$ cat config.mk
export PLATFORM = sky130hd
export DESIGN_NAME = slow_clk_period_meter
export DESIGN_NICKNAME = d
export VERILOG_FILES = /design/src/rtl/slow_clk_period_meter.sv
export SDC_FILE = /design/constraint.sdc
export NUM_CORES = 1
export LEC_CHECK = 0
export BUFFER_PORTS_ARGS = -buffer_cell sky130_fd_sc_hd__buf_2
export CAP_MARGIN = 5
export CORE_MARGIN = 3
export CORE_UTILIZATION = 28
export CTS_BUF_LIST = sky130_fd_sc_hd__clkbuf_16
export CTS_CLUSTER_SIZE = 16
export DETAILED_ROUTE_END_ITERATION = 8
export GPL_ROUTABILITY_DRIVEN = 1
export PLACE_DENSITY_LB_ADDON = 0.12
export SYNTH_ARGS = -nofsm -noshare
export SYNTH_HDL_FRONTEND = slang
export SYNTH_SLANG_ARGS = --single-unit
export TNS_END_PERCENT = 1
$ cat constraint.sdc
create_clock -name clk_100mhz -period 3.05 [get_ports clk_100mhz]
set_clock_uncertainty 0.15 [all_clocks]
set_input_delay 0.1525 -clock clk_100mhz [delete_from_list [all_inputs] [get_ports clk_100mhz]]
set_output_delay 0.1525 -clock clk_100mhz [all_outputs]
set_load 0.02 [all_outputs]
$ cat src/rtl/slow_clk_period_meter.sv
// Measures period and high time of a slow asynchronous clock in system-clock cycles,
// publishing each rising-to-rising measurement over a valid/ready handshake.
module slow_clk_period_meter #(
  parameter int unsigned COUNT_WIDTH    = 28,
  parameter int unsigned SYNC_STAGES    = 2,
  parameter int unsigned TIMEOUT_CYCLES = 200000000
) (
  input  logic                   clk_100mhz,
  input  logic                   rst_n,
  input  logic                   clk_in,
  output logic [COUNT_WIDTH-1:0] period_out,
  output logic [COUNT_WIDTH-1:0] high_out,
  output logic                   period_valid,
  input  logic                   period_ready,
  output logic                   timeout_out,
  output logic                   overrun_out
);

  typedef enum logic [1:0] {
    IDLE,
    MEAS_HIGH,
    MEAS_LOW,
    STALLED
  } state_e;

  localparam logic [COUNT_WIDTH-1:0] TIMEOUT_VAL = COUNT_WIDTH'(TIMEOUT_CYCLES);
  localparam logic [COUNT_WIDTH-1:0] ONE         = COUNT_WIDTH'(1);

  state_e                 state_q, state_d;
  logic [SYNC_STAGES-1:0] sync_q, sync_d;
  logic                   edge_q;
  logic [COUNT_WIDTH-1:0] cnt_q, cnt_d;
  logic [COUNT_WIDTH-1:0] high_lat_q, high_lat_d;
  logic [COUNT_WIDTH-1:0] period_q, period_d;
  logic [COUNT_WIDTH-1:0] high_q, high_d;
  logic                   valid_q, valid_d;
  logic                   timeout_q, timeout_d;
  logic                   overrun_q, overrun_d;

  logic                   clk_s;
  logic                   rise;
  logic                   fall;
  logic                   publish;
  logic                   timeout_hit;
  logic [COUNT_WIDTH-1:0] cnt_plus1;

  assign sync_d      = {sync_q[SYNC_STAGES-2:0], clk_in};
  assign clk_s       = sync_q[SYNC_STAGES-1];
  assign rise        = clk_s & ~edge_q;
  assign fall        = ~clk_s & edge_q;
  assign cnt_plus1   = cnt_q + ONE;
  // A rise always wins over the timeout, so the stall only fires on a genuinely silent input.
  assign timeout_hit = (cnt_plus1 == TIMEOUT_VAL) && !rise;

  // NOTE: every next-state signal gets a default before the case so no latch is inferred.
  always_comb begin
    state_d    = state_q;
    cnt_d      = (state_q == STALLED) ? cnt_q : cnt_plus1;
    high_lat_d = high_lat_q;
    timeout_d  = timeout_q;
    period_d   = period_q;
    high_d     = high_q;
    valid_d    = valid_q;
    overrun_d  = overrun_q;
    publish    = 1'b0;

    if (rise) cnt_d = '0;

    case (state_q)
      IDLE: begin
        if (rise) begin
          state_d = MEAS_HIGH;
        end else if (timeout_hit) begin
          state_d   = STALLED;
          timeout_d = 1'b1;
        end
      end
      MEAS_HIGH: begin
        if (timeout_hit) begin
          state_d   = STALLED;
          timeout_d = 1'b1;
        end else if (fall) begin
          high_lat_d = cnt_plus1;
          state_d    = MEAS_LOW;
        end
      end
      MEAS_LOW: begin
        if (rise) begin
          publish = 1'b1;
          state_d = MEAS_HIGH;
        end else if (timeout_hit) begin
          state_d   = STALLED;
          timeout_d = 1'b1;
        end
      end
      STALLED: begin
        if (rise) begin
          state_d   = MEAS_HIGH;
          timeout_d = 1'b0;
        end
      end
      default: state_d = IDLE;
    endcase

    // An accept in the publish cycle frees the holding register for the new result.
    if (publish && (!valid_q || period_ready)) begin
      period_d = cnt_plus1;
      high_d   = high_lat_q;
      valid_d  = 1'b1;
    end else if (valid_q && period_ready) begin
      valid_d = 1'b0;
    end

    if (publish && valid_q && !period_ready) overrun_d = 1'b1;
  end

  // NOTE: sequential state uses non-blocking assignments and an asynchronous active-low reset.
  always_ff @(posedge clk_100mhz or negedge rst_n) begin
    if (!rst_n) begin
      state_q    <= IDLE;
      sync_q     <= '0;
      edge_q     <= 1'b0;
      cnt_q      <= '0;
      high_lat_q <= '0;
      period_q   <= '0;
      high_q     <= '0;
      valid_q    <= 1'b0;
      timeout_q  <= 1'b0;
      overrun_q  <= 1'b0;
    end else begin
      state_q    <= state_d;
      sync_q     <= sync_d;
      edge_q     <= clk_s;
      cnt_q      <= cnt_d;
      high_lat_q <= high_lat_d;
      period_q   <= period_d;
      high_q     <= high_d;
      valid_q    <= valid_d;
      timeout_q  <= timeout_d;
      overrun_q  <= overrun_d;
    end
  end

  assign period_out   = period_q;
  assign high_out     = high_q;
  assign period_valid = valid_q;
  assign timeout_out  = timeout_q;
  assign overrun_out  = overrun_q;

endmodule
== After elaboration in Yosys (flattened, before gate mapping) ==
Cells that the tools add are included.
Operators by class
  add/sub/neg operators: 1
  equality and inequality tests: 8
  multiplexer cells: 16
  bitwise operators: 5
  reductions and logical operators: 15
Operator list (count)
  2-to-1 mux 28 bit: 2
  adder 28 x 1 -> 28 bit (second input constant): 1
  == test 28 bit (second input constant): 1
  2-to-1 mux 2 bit: 5
  2-to-1 mux 1 bit: 7
  one-hot mux 2 bit (3 select lines): 1
  AND reduction 3 bit: 2
  logical AND 1 bit: 5
  == test 2 bit (second input constant): 2
  != test 2 bit (second input constant): 2
  logical NOT 1 bit: 3
  != test 3 x 1 -> 1 bit (second input constant): 1
  != test 3 bit (second input constant): 1
  inverter 1 bit: 3
  one-hot mux 1 bit (3 select lines): 1
  AND 1 bit: 2
  == test 2 x 1 -> 1 bit (second input constant): 1
  logical NOT 2 bit: 1
  AND reduction 2 bit: 1
  nonzero test 2 bit: 1
  OR reduction 2 bit: 1
  logical OR 1 bit: 1
Storage, ports and cells
  bits in registers: 120
  bits of input ports: 4
  output and inout bits: 59
  logic and storage cells: 55

== Depth between registers and ports, before layout ==
Gate-level depths: netlist of the first run.
  depth after elaboration: 7
  depth in mapped cells: 10
  mapped depth without buffers: 8

== Worst setup path after synthesis of the first run ==
No wires, ideal clock.
  kind: flip-flop to flip-flop
  start: reg cnt_q[8]
  end: reg high_lat_q[10]
  setup time: 0.125 ns
  arrival: 2.757 ns
  required time: 2.775 ns
  path slack: 0.018 ns
  cell stages (with the launch flop): 10
  path buffers: 2
  period minus slack after synthesis: 3.032 ns
  cell sequence: dfrtp_1 > buf_2 > nand4_1 > or4_4 > or4_4 > and2_4 > nor4b_4 > a31oi_4 > buf_6 > mux2_4
On the way
  word-level cells in the longest chain between the ends: 5
RTL lines
  start: declaration: line 32  | logic [COUNT_WIDTH-1:0] cnt_q, cnt_d;
  start signal: assignment: line 134  | cnt_q <= cnt_d;
  adder 28 x 1 -> 28 bit *: line 51  | assign cnt_plus1 = cnt_q + ONE;
  == test 28 bit: line 53  | assign timeout_hit = (cnt_plus1 == TIMEOUT_VAL) && !rise;
  logical AND 1 bit: line 53
  inverter 1 bit (no source line)
  AND reduction 3 bit (no source line)
  end signal: assignment: line 135  | high_lat_q <= high_lat_d;
  end: declaration: line 33  | logic [COUNT_WIDTH-1:0] high_lat_q, high_lat_d;
Mark *: on every way between the ends. The rest lies on a longest branch, timed or not.
A chain may end at the register's enable or synchronous reset.

== Worst setup path in the final report of the first run ==
  start: reg cnt_q[1]
  end: reg high_lat_q[24]
Same word-level chain as after synthesis.

==> key figures, run 1 <==
Job
  – MaxCap Viol Count: 0

Yosys
  – Cell area after synthesis: 5610 um2
  – Post-synthesis register bit count: 120
  – Synth area leader: dfrtp_1
  – Top cells by area, synth: dfrtp_1, mux2_2, nand2_1
  – Area share of the largest cell type after synthesis: 0.535
  – Sequential fraction of the synthesis area: 0.535
  – Unique masters post-synth: 56
  – Post-synthesis area per instance: 11.0 um2
  – Top_reg_cell synth: dfrtp_1
  – YS warnings: 0
  – Post-Synthesis Cells: 511
  – Ys async rst share: 1.00
  – Post-Syn Nets: 516
  – Post-synth EDFFs: 0

Drt
  – Iteration-0 DRC Markers: 196
  – DR vias/cell: 4.73
  – Wire per inst: 16.4 um
  – Final WL: 14800 um
  – 1st-pass router iterations: 4
  – Vias: 4249
  – Post-route antenna net violation count: 0
  – Remaining DRCs: 0

CTS
  – Clock Pin Slew Worst Setup and Hold Paths: 60 ps
  – CTS Buf Count: 17
  – Clk sinks: 120
  – CTS tree: yes
  – Max clock buf depth: 2
  – Worst-skew pair later-pin latency: 410 ps
  – Clock root buffer: clkbuf_16
  – H-Tree Level Count: 4

STA
  – Peak Freq: 0.340 GHz
  – Worst Max-Slew Pin Slew: 622 ps
  – RSZ-0062 raised after global routing: true
  – Fin Setup TNS: 0 ps
  – Max Slew Vio Count: 0
  – Slew margin rel.: 0.580
  – Final Hold Vio Count: 0
  – Crit path time final: 2940 ps
  – Final number of setup-violating endpoints: 0
  – Final period util: 0.964

Power
  – Internal power: 3.54 mW
  – Combinational share of power: 0.207
  – Worst VDD drop: 0.247 mV
  – PwrDens: 704 nW/um2
  – Leakage: 3.36 nW
  – Clock network fraction of design power: 0.383
  – Sw Share: 0.307
  – Switch Pwr: 1.57 mW
  – Sequential Power Share: 0.411

Die
  – Placeable Area: 19600 um2
  – Die W: 148 um
  – Rows: 51
  – Total die area: 21800 um2
  – Num ports: 63
  – Die height: 148 um
  – Initial Util: 0.286

Finish
  – Final design utilization: 0.370
  – Final layout net count: 625
  – Area grow syn2layout: 29.2%
  – ANT cells: 0
  – Layout cells sized above 1: 0.344

Placed design
  – Port bufs: 62
  – Post-DP HPWL: 10900 um
  – GP Congestion: 0.916

Worst setup path
  – CP max FO: 18
  – R2R depth: 10
  – Crit path arrival time: 3090 ps
  – R2R Setup Slk: 110 ps
  – R2r startpoint: cnt_q[1]$_DFFE_PN0P_
  – Crit Path Class: reg2reg
  – Worst Setup End Kind: flip-flop
  – R2R Path End: high_lat_q[24]$_DFFE_PN0P_
  – Startpoint Class: flip-flop
  – Required @ worst endpoint: 3200 ps

Global route
  – First-pass GRT wire length: 24100 um
  – Number of global-route vias before repair: 4364
  – GRT Total Usage: 0.141
  – GRT Residual Overflow: 0
  – Initial antenna violation count: 0
  – Largest net degree at the start of global routing: 76

Outcome
  – Status: finished clean

Worst hold path
  – Hold WC Path Type: in2async
metal layers:
| metal | share of wire | up-vias | global-route usage | routed length [um] |
|---|---|---|---|---|
| met5 | 0 | - | 0 | 0 |
| met4 | 0.019 | 0 | 0.0489 | 278 |
| met3 | 0.045 | 22 | 0.0386 | 667 |
| met2 | 0.45 | 94 | 0.216 | 6700 |
| met1 | 0.48 | 2100 | 0.193 | 7110 |
| li1 | - | 2033 | - | - |
timing repair:
item,CTS,global route
resized for setup,0,11
endpoints found under the hold margin,45,0
endpoints found under the setup margin,0,23
hold buffers,3,0
buffers inserted,0,3
flip-flops by register name, indices dropped and copies added, names as in the netlist:
register / cells
cnt_q: 28
high_lat_q: 28
high_out: 28
period_out: 28
state_q: 2
sync_q: 2
edge_q: 1
overrun_out: 1
period_valid: 1
timeout_out: 1
power by group through the flow:
stage	Combinational [mW]	Sequential [mW]	Clock (mW)
detailed placement	1.07	2.13	0
CTS	1.08	2.10	2.02
floorplan	0.411	2.33	0
global placement	1.06	2.12	0
finish	1.05	2.10	1.95
global route	1.16	2.14	2.09
stage by stage:
stage / hold slack, ps / setup slack, ps / power (mW) / instances / cell area [um2]
after floorplan: -293 / 17.7 / 2.74 / 511 / 5610
after global placement: 54.9 / 15.5 / 3.18 / 860 / 6560
after detailed placement: 51.4 / 49.3 / 3.20 / 860 / 6560
after CTS: 158 / 6.56 / 5.20 / 895 / 7160
after global routing: 185 / -46.1 / 5.39 / 898 / 7250
final: 143 / 110 / 5.11 / 898 / 7250
worst max-delay path by stage:
stage | start | endpoint | slack [ps] | depth (start not counted)
final | cnt_q[1]$_DFFE_PN0P_ | high_lat_q[24]$_DFFE_PN0P_ | 110 | 10
after global routing | cnt_q[1]$_DFFE_PN0P_ | high_lat_q[15]$_DFFE_PN0P_ | -50 | 12
after CTS | cnt_q[14]$_DFFE_PN0P_ | high_lat_q[0]$_DFFE_PN0P_ | 7 | 10
after detailed placement | cnt_q[2]$_DFFE_PN0P_ | high_lat_q[24]$_DFFE_PN0P_ | 50 | 10
after global placement | cnt_q[2]$_DFFE_PN0P_ | high_lat_q[24]$_DFFE_PN0P_ | 20 | 10
after floorplan | cnt_q[8]$_DFFE_PN0P_ | high_lat_q[10]$_DFFE_PN0P_ | 20 | 9
cells in the mapped netlist, drive strengths merged (2+ instances only):
cell type / number
and4: 6
nand2: 51
a22oi: 2
o21ai: 35
a2bb2oi: 4
mux2i: 6
buf: 9
xor2: 21
or4: 3
nand4: 13
nand3: 19
inv: 11
and4b: 2
nor2b: 3
dfrtp: 120
xnor2: 19
mux2: 49
and3: 5
or3: 11
nor3b: 2
nand3b: 2
clkbuf: 22
nor2: 34
o21a: 3
and2: 5
nor4b: 3
nor4: 6
nand2b: 3
nor3: 11
o22a: 3
a21oi: 11
placed cells by master, fill, tap and decap left out, types with 3 or more instances in the layout:
| cell type | synthesis | final |
|---|---|---|
| and4_1 | 6 | 6 |
| xor2_1 | 21 | 21 |
| mux2i_1 | 6 | 6 |
| or3_1 | 11 | 11 |
| xnor2_1 | 19 | 19 |
| a21oi_1 | 11 | 11 |
| buf_4 | 2 | 54 |
| clkinv_2 | 0 | 3 |
| dfrtp_1 | 120 | 120 |
| buf_2 | 6 | 61 |
| nand4_1 | 12 | 12 |
| mux2_2 | 44 | 44 |
| nand2_1 | 51 | 51 |
| o21ai_0 | 35 | 34 |
| o22a_1 | 3 | 3 |
| clkinvlp_4 | 0 | 4 |
| mux2_4 | 5 | 5 |
| nor4_2 | 1 | 3 |
| inv_1 | 11 | 11 |
| nand3_1 | 19 | 18 |
| nor3_1 | 11 | 9 |
| and2_1 | 4 | 4 |
| nor2_1 | 34 | 34 |
| or4_4 | 2 | 3 |
| clkinv_4 | 0 | 3 |
| and3_1 | 5 | 5 |
| o21a_1 | 3 | 3 |
| dlygate4sd3_1 | 0 | 3 |
| buf_12 | 0 | 3 |
| clkbuf_16 | 0 | 17 |
| a2bb2oi_1 | 4 | 4 |
cell families (layout without fill, tap and decap cells):
family,count (synthesis),after routing,share of synthesized area
simple gates,182,182,0.175
flops,120,120,0.535
compound gates,71,71,0.0808
mux,55,55,0.112
buf+inv,42,164,0.0321
xor+xnor,40,40,0.0625
fa+ha+maj,1,1,0.00223
worst max-delay path: stages, from the launching register on:
cell     delay (ps)
dfrtp_1         420
ha_1            230
nand4_1         160
buf_4           170
nor3_1           50
or4b_2          660
a22oi_1         340
a31oi_4         140
buf_12          180
buf_4           170
o21a_1          170
final cells by class:
type	count	area (um2)
Clock inverter	15	153
Multi-Input combinational cell	349	2490
Tap cell	265	332
Timing Repair Buffer	121	801
Sequential cell	120	3000
Inverter	11	41.3
Clock buffer	17	425
Fill cell	1948	12300
No activity file was read; power rests on OpenSTA's default activity.
==> run 2: changes to the inputs <==
Settings changed: RECOVER_POWER set to 25.
==> run 2 against run 1 <==
Compared with the run above:
- clock power hardly changed
- register-to-register slack hardly changed
- critical path depth stayed put
- flip-flop and latch count stayed put
- first-iteration DRC count stayed put
- die area stayed put
- non-clock buffer count stayed put
- via count hardly changed
- sequential power hardly changed
- sequential share of layout area is 0.11 points higher
- critical path type unchanged
- largest cell class unchanged
==> key figures, run 2 (same netlist as run 1, synthesis figures left out) <==
Power
  – Sw Share: 0.307
  – Combinational share of power: 0.206
  – Sequential Power Share: 0.411
  – Leakage: 3.36 nW
  – Total Power: 5.10 mW
  – Internal power: 3.53 mW
  – PwrDens: 706 nW/um2
  – Worst VDD drop: 0.246 mV
  – Switch Pwr: 1.57 mW
  – Clock network fraction of design power: 0.383

Drt
  – 1st-pass router iterations: 4
  – Wire per inst: 16.4 um
  – Remaining DRCs: 0
  – DR vias/cell: 4.73
  – Final WL: 14700 um
  – Iteration-0 DRC Markers: 196
  – Post-route antenna net violation count: 0
  – Vias: 4252

CTS
  – Clock Pin Slew Worst Setup and Hold Paths: 60 ps
  – Max clock buf depth: 2
  – CTS Buf Count: 17
  – Clk sinks: 120
  – H-Tree Level Count: 4
  – CTS tree: yes
  – Worst-skew pair later-pin latency: 410 ps
  – Clock root buffer: clkbuf_16

Worst setup path
  – R2R Path End: high_lat_q[24]$_DFFE_PN0P_
  – Startpoint Class: flip-flop
  – Required @ worst endpoint: 3200 ps
  – R2r startpoint: cnt_q[1]$_DFFE_PN0P_
  – R2R Setup Slk: 110 ps
  – Crit Path Class: reg2reg
  – CP max FO: 18
  – Worst Setup End Kind: flip-flop
  – Crit path arrival time: 3090 ps
  – R2R depth: 10

STA
  – Worst Max-Slew Pin Slew: 1180 ps
  – Slew margin rel.: 0.215
  – RSZ-0062 raised after global routing: true
  – WHS: 198 ps
  – Crit path time final: 2940 ps
  – Final WS setup: 111 ps
  – Fin Setup TNS: 0 ps
  – Peak Freq: 0.340 GHz
  – Final Hold Vio Count: 0
  – Final number of setup-violating endpoints: 0
  – Max Slew Vio Count: 0
  – Final period util: 0.964

Finish
  – Layout cells sized above 1: 0.343
  – Fillers: 1951
  – Final design utilization: 0.369
  – ANT cells: 0
  – Most frequent cells in the layout: dfrtp_1, buf_2, buf_4, nand2_1, mux2_2
  – Commonest non-fill, non-tap cell in the layout: dfrtp_1
  – Area grow syn2layout: 28.8%
  – Multi-input gate area: 2490 um2
  – Final layout net count: 625
  – Register area: 3000 um2
  – Post-Layout Cell Count: 898
  – Cell area after layout: 7230 um2

Die
  – Rows: 51
  – Die height: 148 um
  – Initial Util: 0.286
  – Placeable Area: 19600 um2
  – Num ports: 63
  – Total die area: 21800 um2
  – Die W: 148 um

Worst hold path
  – Hold WC Path Type: reg2reg
  – Hold path depth: 0
  – HP Start: sync_q[0]$_DFF_PN0_
  – Worst hold endpoint: sync_q[1]$_DFF_PN0_

Placed design
  – Port bufs: 62
  – DP Area: 6560 um2
  – Post-DP HPWL: 10900 um
  – Pre-CTS setup slack: 49.3 ps
  – Post-Place Cells: 860
  – GP Congestion: 0.916

Global route
  – First-pass GRT wire length: 24100 um
  – GRT Residual Overflow: 0
  – GRT Total Usage: 0.141
  – Number of global-route vias before repair: 4364
  – Initial antenna violation count: 0
  – Largest net degree at the start of global routing: 76

Job
  – MaxCap Viol Count: 0

Outcome
  – Status: finished clean
==> run 2: cell count changes in the layout (fill, tap and decap cells not counted), sizes merged <==
cell and delta:
buf -2, clkbuf +2
==> run 2: critical path, stage by stage, from the launching register on <==
cell and delay (ps):
dfrtp_1 420, ha_1 230, nand4_1 160, buf_4 170
nor3_1 50, or4b_2 660, a22oi_1 340, a31oi_4 140
buf_12 180, buf_4 170, o21a_1 170
==> run 2: how the worst max path moves through the flow <==
| stage | start | endpoint | cells after the start |
|---|---|---|---|
| floorplan | cnt_q[8]$_DFFE_PN0P_ | high_lat_q[10]$_DFFE_PN0P_ | 9 |
| detailed placement | cnt_q[2]$_DFFE_PN0P_ | high_lat_q[24]$_DFFE_PN0P_ | 10 |
| global route | cnt_q[1]$_DFFE_PN0P_ | high_lat_q[15]$_DFFE_PN0P_ | 12 |
| CTS | cnt_q[14]$_DFFE_PN0P_ | high_lat_q[0]$_DFFE_PN0P_ | 10 |
| global placement | cnt_q[2]$_DFFE_PN0P_ | high_lat_q[24]$_DFFE_PN0P_ | 10 |
| finish | cnt_q[1]$_DFFE_PN0P_ | high_lat_q[24]$_DFFE_PN0P_ | 10 |
==> run 2: repair_timing <==
item,4_1_cts,5_1_grt
setup buffers,0,3
hold endpoints to repair,45,0
gates resized for setup,0,11
hold buffers,3,0
setup endpoints to repair,0,23
==> run 2: power groups by stage <==
stage          logic, mW  clock network (mW)  registers [mW]
2_1_floorplan      0.411                   0            2.33
3_3_place_gp        1.06                   0            2.12
3_5_place_dp        1.07                   0            2.13
4_1_cts             1.08                2.02            2.10
5_1_grt             1.16                2.09            2.14
6_report            1.05                1.95            2.10
==> run 2: metal layers <==
layer	wire [um]	GRT usage	share of wire	up-vias
met5	0	0	0	-
li1	-	-	-	2030
met3	747	0.0386	0.051	22
met2	6690	0.216	0.45	102
met4	278	0.0489	0.019	0
met1	7020	0.193	0.48	2098
==> run 2: area by class of cell <==
class	count	area share
Tap cell	265	0.0459
Clock inverter	15	0.0211
Clock buffer	17	0.0589
Multi-Input combinational cell	349	0.345
Inverter	11	0.00571
Timing Repair Buffer	121	0.108
Sequential cell	120	0.416
